==> src/rtl/tpu_ctrl_pkg.sv <==
// Shared definitions for the systolic-array read/write sequencers.
package tpu_ctrl_pkg;

  localparam int DEFAULT_WIDTH_HEIGHT = 4;
  localparam int DEFAULT_ADDR_WIDTH   = 8;

  typedef enum logic [1:0] {
    IDLE = 2'd0,
    RUN  = 2'd1,
    DONE = 2'd2
  } state_e;

  // Bit offset of a lane's address field inside the packed address bus.
  function automatic int lane_lsb(input int lane, input int aw);
    return lane * aw;
  endfunction

endpackage

==> src/rtl/rd_skew_control_if.sv <==
// Start/stall request side and per-lane read outputs of the read sequencer.
interface rd_skew_control_if
  import tpu_ctrl_pkg::*;
#(
  parameter int width_height = DEFAULT_WIDTH_HEIGHT,
  parameter int addr_width   = DEFAULT_ADDR_WIDTH
);

  logic                               start;
  logic [addr_width-1:0]              base_addr;
  logic [addr_width-1:0]              num_rows;
  logic                               stall;
  logic                               busy;
  logic                               done;
  logic [width_height-1:0]            rd_en;
  logic [width_height*addr_width-1:0] rd_addr;

  modport master (
    output start, base_addr, num_rows, stall,
    input  busy, done, rd_en, rd_addr
  );

  modport slave (
    input  start, base_addr, num_rows, stall,
    output busy, done, rd_en, rd_addr
  );

endinterface

==> src/rtl/rd_lane_gen.sv <==
// One lane of the skewed read pattern: lane LANE trails lane 0 by LANE steps.
module rd_lane_gen #(
  parameter int addr_width = 8,
  parameter int cnt_width  = 11,
  parameter int LANE       = 0
) (
  input  logic [cnt_width-1:0]  c,
  input  logic [addr_width-1:0] n,
  input  logic [addr_width-1:0] base,
  output logic                  rd_en,
  output logic [addr_width-1:0] rd_addr
);

  logic [cnt_width-1:0] diff;
  logic                 en;

  // Lane is active once the step has reached it and until N vectors have gone by.
  always_comb begin
    diff    = c - cnt_width'(LANE);
    en      = (c >= cnt_width'(LANE)) && (diff < cnt_width'(n));
    rd_en   = en;
    rd_addr = en ? (base + diff[addr_width-1:0]) : '0;
  end

endmodule

==> src/rtl/rd_skew_control.sv <==
// Read-side sequencer: issues one skewed burst of per-lane reads per start.
module rd_skew_control
  import tpu_ctrl_pkg::*;
#(
  parameter int width_height = DEFAULT_WIDTH_HEIGHT,
  parameter int addr_width   = DEFAULT_ADDR_WIDTH
) (
  input  logic               clk,
  input  logic               reset,
  rd_skew_control_if.slave   bus
);

  // Wide enough that N + width_height - 2 never overflows for the largest N.
  localparam int CW = addr_width + $clog2(width_height) + 1;

  state_e                             state_q, state_d;
  logic [CW-1:0]                      c_q, c_d;
  logic [addr_width-1:0]              n_q, n_d;
  logic [addr_width-1:0]              base_q, base_d;
  logic                               busy_q, busy_d;
  logic                               done_q, done_d;
  logic [width_height-1:0]            rd_en_q, rd_en_d;
  logic [width_height*addr_width-1:0] rd_addr_q, rd_addr_d;

  logic [CW-1:0]                      lane_c;
  logic [addr_width-1:0]              lane_n;
  logic [addr_width-1:0]              lane_base;
  logic [width_height-1:0]            lane_en;
  logic [width_height*addr_width-1:0] lane_addr;
  logic [CW-1:0]                      last_step;

  // Lanes evaluate the step about to be registered: step 0 of a new burst in
  // IDLE (from the live inputs), otherwise the step after the one on display.
  always_comb begin
    if (state_q == IDLE) begin
      lane_c    = '0;
      lane_n    = bus.num_rows;
      lane_base = bus.base_addr;
    end else begin
      lane_c    = c_q + CW'(1);
      lane_n    = n_q;
      lane_base = base_q;
    end
  end

  for (genvar i = 0; i < width_height; i++) begin : g_lane
    localparam int LSB = lane_lsb(i, addr_width);
    rd_lane_gen #(
      .addr_width (addr_width),
      .cnt_width  (CW),
      .LANE       (i)
    ) u_lane (
      .c       (lane_c),
      .n       (lane_n),
      .base    (lane_base),
      .rd_en   (lane_en[i]),
      .rd_addr (lane_addr[LSB +: addr_width])
    );
  end

  // Last step of the burst: lane width_height-1 issuing its final vector.
  always_comb begin
    last_step = CW'(n_q) + CW'(width_height - 2);
  end

  // Next-state, counter and registered-output values.
  always_comb begin
    state_d   = state_q;
    c_d       = c_q;
    n_d       = n_q;
    base_d    = base_q;
    busy_d    = 1'b0;
    done_d    = 1'b0;
    rd_en_d   = '0;
    rd_addr_d = '0;
    case (state_q)
      IDLE: begin
        if (bus.start) begin
          n_d    = bus.num_rows;
          base_d = bus.base_addr;
          c_d    = '0;
          if (bus.num_rows != '0) begin
            state_d   = RUN;
            busy_d    = 1'b1;
            rd_en_d   = lane_en;
            rd_addr_d = lane_addr;
          end else begin
            state_d = DONE;
            done_d  = 1'b1;
          end
        end
      end
      RUN: begin
        if (bus.stall) begin
          busy_d    = 1'b1;
          rd_addr_d = rd_addr_q;
        end else if (c_q == last_step) begin
          state_d = DONE;
          done_d  = 1'b1;
        end else begin
          c_d       = c_q + CW'(1);
          busy_d    = 1'b1;
          rd_en_d   = lane_en;
          rd_addr_d = lane_addr;
        end
      end
      DONE: begin
        state_d = IDLE;
      end
      default: begin
        state_d = IDLE;
      end
    endcase
  end

  // State, counter, latched burst parameters and output registers.
  always_ff @(posedge clk) begin
    if (!reset) begin
      state_q   <= IDLE;
      c_q       <= '0;
      n_q       <= '0;
      base_q    <= '0;
      busy_q    <= 1'b0;
      done_q    <= 1'b0;
      rd_en_q   <= '0;
      rd_addr_q <= '0;
    end else begin
      state_q   <= state_d;
      c_q       <= c_d;
      n_q       <= n_d;
      base_q    <= base_d;
      busy_q    <= busy_d;
      done_q    <= done_d;
      rd_en_q   <= rd_en_d;
      rd_addr_q <= rd_addr_d;
    end
  end

  assign bus.busy    = busy_q;
  assign bus.done    = done_q;
  assign bus.rd_en   = rd_en_q;
  assign bus.rd_addr = rd_addr_q;

endmodule

==> src/flat_wrapper.sv <==
// flat-port wrapper written by rule: the top's interface ports become plain ports
module rd_skew_control_flat import tpu_ctrl_pkg::*;
#(
  parameter int width_height = DEFAULT_WIDTH_HEIGHT,
  parameter int addr_width   = DEFAULT_ADDR_WIDTH
)
  (clk, reset, bus_start, bus_base_addr, bus_num_rows, bus_stall, bus_busy, bus_done, bus_rd_en, bus_rd_addr);
  rd_skew_control_if #(.width_height(width_height), .addr_width(addr_width)) bus_i ();
  input  logic clk;
  input  logic reset;
  input wire logic [$bits(bus_i.start)-1:0] bus_start;
  input wire logic [$bits(bus_i.base_addr)-1:0] bus_base_addr;
  input wire logic [$bits(bus_i.num_rows)-1:0] bus_num_rows;
  input wire logic [$bits(bus_i.stall)-1:0] bus_stall;
  output wire logic [$bits(bus_i.busy)-1:0] bus_busy;
  output wire logic [$bits(bus_i.done)-1:0] bus_done;
  output wire logic [$bits(bus_i.rd_en)-1:0] bus_rd_en;
  output wire logic [$bits(bus_i.rd_addr)-1:0] bus_rd_addr;
  assign bus_i.start = bus_start;
  assign bus_i.base_addr = bus_base_addr;
  assign bus_i.num_rows = bus_num_rows;
  assign bus_i.stall = bus_stall;
  assign bus_busy = bus_i.busy;
  assign bus_done = bus_i.done;
  assign bus_rd_en = bus_i.rd_en;
  assign bus_rd_addr = bus_i.rd_addr;
  rd_skew_control #(.width_height(width_height), .addr_width(addr_width)) u_core (.clk(clk), .reset(reset), .bus(bus_i));
endmodule
==> config.mk <==
export PLATFORM = sky130hd
export DESIGN_NAME = rd_skew_control_flat
export DESIGN_NICKNAME = d
export VERILOG_FILES = /design/src/rtl/tpu_ctrl_pkg.sv /design/src/rtl/rd_skew_control_if.sv /design/src/rtl/rd_lane_gen.sv /design/src/rtl/rd_skew_control.sv /design/src/flat_wrapper.sv
export SDC_FILE = /design/constraint.sdc
export NUM_CORES = 1
export LEC_CHECK = 0
export CAP_MARGIN = 5
export CELL_PAD_IN_SITES_DETAIL_PLACEMENT = 1
export CELL_PAD_IN_SITES_GLOBAL_PLACEMENT = 1
export CORE_MARGIN = 1.5
export CORE_UTILIZATION = 45
export DETAILED_ROUTE_END_ITERATION = 16
export MAX_ROUTING_LAYER = met4
export PLACE_DENSITY = 0.88
export SYNTH_ARGS = -nofsm -noshare
export SYNTH_HDL_FRONTEND = slang
export SYNTH_SLANG_ARGS = --single-unit
==> constraint.sdc <==
create_clock -name clk -period 8.22 [get_ports clk]
set_input_delay 1.644 -clock clk [delete_from_list [all_inputs] [get_ports clk]]
set_output_delay 1.644 -clock clk [all_outputs]
set_load 0.03 [all_outputs]
==> flow_summary.json <==
{
  "coreArea_mm2": 0.0110,
  "route.detailed.drc": 0,
  "critPathMaxFanout": 5,
  "timing.rr.end": "u_core.bus.rd_addr[13]$_SDFFE_PN0N_",
  "detailed_place_hpwl_um": 12300,
  "cap_violations": 0,
  "hold_buffers": 0,
  "tightest_slew_ps": 835,
  "rr_startpoint": "u_core.state_q[0]$_SDFFE_PN0P_",
  "clock_sinks": 67,
  "grt_max_degree": 36,
  "start_kind": "input pin",
  "track_usage_pct": 28.8,
  "synth_edf_count": 0,
  "grt_pass1_wl_um": 25200,
  "yosysUniqueCellTypes": 68,
  "first_iter_violations": 257,
  "reg2reg_depth": 12,
  "synth_area_mm2": 0.00512,
  "ys_seq_area_share_pct": 26.2,
  "gp_congestion": 0.880,
  "final.period_utilization_pct": 57.9,
  "grt-ovfl-total": 0,
  "clk_latency_ps": 350,
  "regToRegSetupSlack_ps": 3970,
  "viasPerCell": 5.85,
  "dieArea_mm2": 0.0120,
  "vias": 4715,
  "fin_area_mm2": 0.00604,
  "synth_nets": 692,
  "layout-drive-gt1-share_pct": 6.61,
  "io_buffers": 57,
  "post_drt_wl_per_cell_um": 20.0,
  "wirelength_um": 16200,
  "clock-root-buffer": "clkbuf_16",
  "path_class": "in -> reg",
  "dieWidth_um": 110,
  "setup_ws_ps": 3460,
  "peakVddDrop_mv": 0.114,
  "clk_pin_slew_ps": 50,
  "cts_max_level": 3,
  "start_util_pct": 46.6,
  "antenna_found_initial": 0,
  "yosysWarnings": 0,
  "syn_avg_cell_area_um2": 8.35,
  "cp.required_ps": 8460,
  "die_h_um": 110,
  "rsz0062_at_grt": "no",
  "power_density_mw_per_mm2": 173,
  "period_needed_ps": 4760,
  "slew_headroom_pct": 42.7,
  "p_leak_uw": 0.00244,
  "design_power_total_uw": 1040,
  "finalSetupTns_ps": 0,
  "fmax_mhz": 210,
  "dpl_cell_area_mm2": 0.00577,
  "cts_tree": "built",
  "status": "completed",
  "post_cts_buffers": 0,
  "cp-endpoint": "u_core.bus.rd_addr[7]$_SDFFE_PN0N_",
  "first_pass_iters": 4,
  "syn_inst": 613,
  "final_common_cell": "nand2_1",
  "nets": 740,
  "worst_ep_arrival_time_ps": 5000,
  "fill_cells": 1325,
  "synth_seq_cells": 67,
  "cts_resized": 0,
  "postRouteAntennaNets": 0,
  "crit_start": "bus_base_addr[1]",
  "dp_slack_ps": 3240,
  "final_max_slew_viol_count": 0,
  "fin_skew_ps": 8.72,
  "top_level_ports": 58,
  "hold_viol": 0,
  "layout_common_cells": "nand2_1, dfxtp_1, clkdlybuf4s50_1",
  "setup_viol": 0,
  "num_rows": 38,
  "clock_path_buffers": 2,
  "hp-class": "reg -> reg",
  "syn_to_final_growth_pct": 18.1,
  "diodes": 0,
  "grt_pass1_vias": 4871,
  "yosys_most_used_dff": "dfxtp_1",
  "cts_buffers": 9,
  "postSynth.asyncResetShare_pct": 0,
  "endpoint_kind": "flop"
}
## critical path, stage by stage
cell and delay (ps):
clkdlybuf4s50_1 420, mux2i_1 670, inv_1 260, ha_1 270
a21oi_1 210, o21ai_0 220, maj3_1 400, a21oi_1 250
maj3_1 230, a21oi_1 80, xnor2_1 130, a32o_1 220
## how the worst min path moves through the flow
| stage | start | end | slack, ps | cells past startpoint |
|---|---|---|---|---|
| finish | u_core.base_q[0]$_SDFFE_PN0P_ | u_core.base_q[0]$_SDFFE_PN0P_ | 460 | 2 |
| global route | u_core.base_q[1]$_SDFFE_PN0P_ | u_core.base_q[1]$_SDFFE_PN0P_ | 480 | 2 |
| CTS | u_core.base_q[1]$_SDFFE_PN0P_ | u_core.base_q[1]$_SDFFE_PN0P_ | 460 | 2 |
| detailed placement | u_core.base_q[1]$_SDFFE_PN0P_ | u_core.base_q[1]$_SDFFE_PN0P_ | 450 | 2 |
| global placement | u_core.bus.rd_addr[16]$_SDFFE_PN0N_ | u_core.bus.rd_addr[16]$_SDFFE_PN0N_ | 440 | 2 |
| floorplan | u_core.base_q[3]$_SDFFE_PN0P_ | u_core.base_q[3]$_SDFFE_PN0P_ | 430 | 2 |
## cell families after synthesis
| kind of cell | share of synthesized area, % |
|---|---|
| AOI/OAI and AO/OA | 20.4 |
| xor gates and xnor gates | 11.0 |
| adders and majority gates | 15.8 |
| buffers and inverters | 4.87 |
| DFF | 26.2 |
| muxes | 2.86 |
| and+or+nand+nor | 18.9 |
## registers in the layout, summed over array words and instances (netlist names)
register,count
u_core.base_q,8
u_core.bus.busy,1
u_core.bus.done,1
u_core.bus.rd_addr,32
u_core.bus.rd_en,4
u_core.c_q,11
u_core.n_q,8
u_core.state_q,2
## report_power, final
group          internal [uW]  total [uW]  leakage, uW  switching (uW)
Clock                    220         366     0.000137             146
Combinational            132         327      0.00176             195
Sequential               336         349     0.000544            13.0
Total                    688        1040      0.00244             355
## layer usage
layer  GRT usage [%]  part of all wire, %  up-vias
li1                -                    -     2268
met4            13.3                  3.0        0
met3            3.73                  3.0       29
met1            32.6                   43     2326
met5               -                    0        -
met2            50.2                   51       92
## layout make-up
type | instances | area [um2] | share of cell area [%]
inverter | 29 | 109 | 1.80
clock buffer | 14 | 264 | 4.37
sequential | 67 | 1340 | 22.2
tap | 140 | 175 | 2.90
clock inverter | 2 | 10.0 | 0.166
timing repair buffer | 63 | 616 | 10.2
multi-input combinational | 491 | 3530 | 58.4
## per-stage QoR
step	hold slack (ps)	instances	utilization [%]
after global placement	436	790	52.5
after floorplan	434	613	-
final	459	806	55.0
after CTS	462	806	55.0
after detailed placement	455	790	52.5
after global routing	483	806	55.0
## Yosys cell counts, drive strengths merged, types with 3 or more instances
library cell	number	area share, %
nand2	90	6.7
dfxtp	67	26
a21oi	55	5.5
ha	55	13
xnor2	45	7.7
o21ai	30	2.9
nor2	29	2.2
inv	28	2.1
xor2	19	3.3
a22o	16	2.7
nand3	15	1.6
a21o	14	2.1
buf	14	1.9
clkbuf	12	0.88
mux2i	12	2.4
o21bai	10	1.5
nand2b	9	1.1
a22oi	7	1.0
a211oi	6	0.88
nor3	6	0.68
or2	6	0.73
a311oi	5	0.86
nand4	5	0.61
nor4	5	1.5
a31oi	4	0.49
and3	4	0.68
fa	4	1.6
maj3	4	0.78
a221oi	3	0.51
a31o	3	0.51
and2	3	0.37
or3	3	0.46
or4	3	0.44
(Power assumes the default switching activity.)
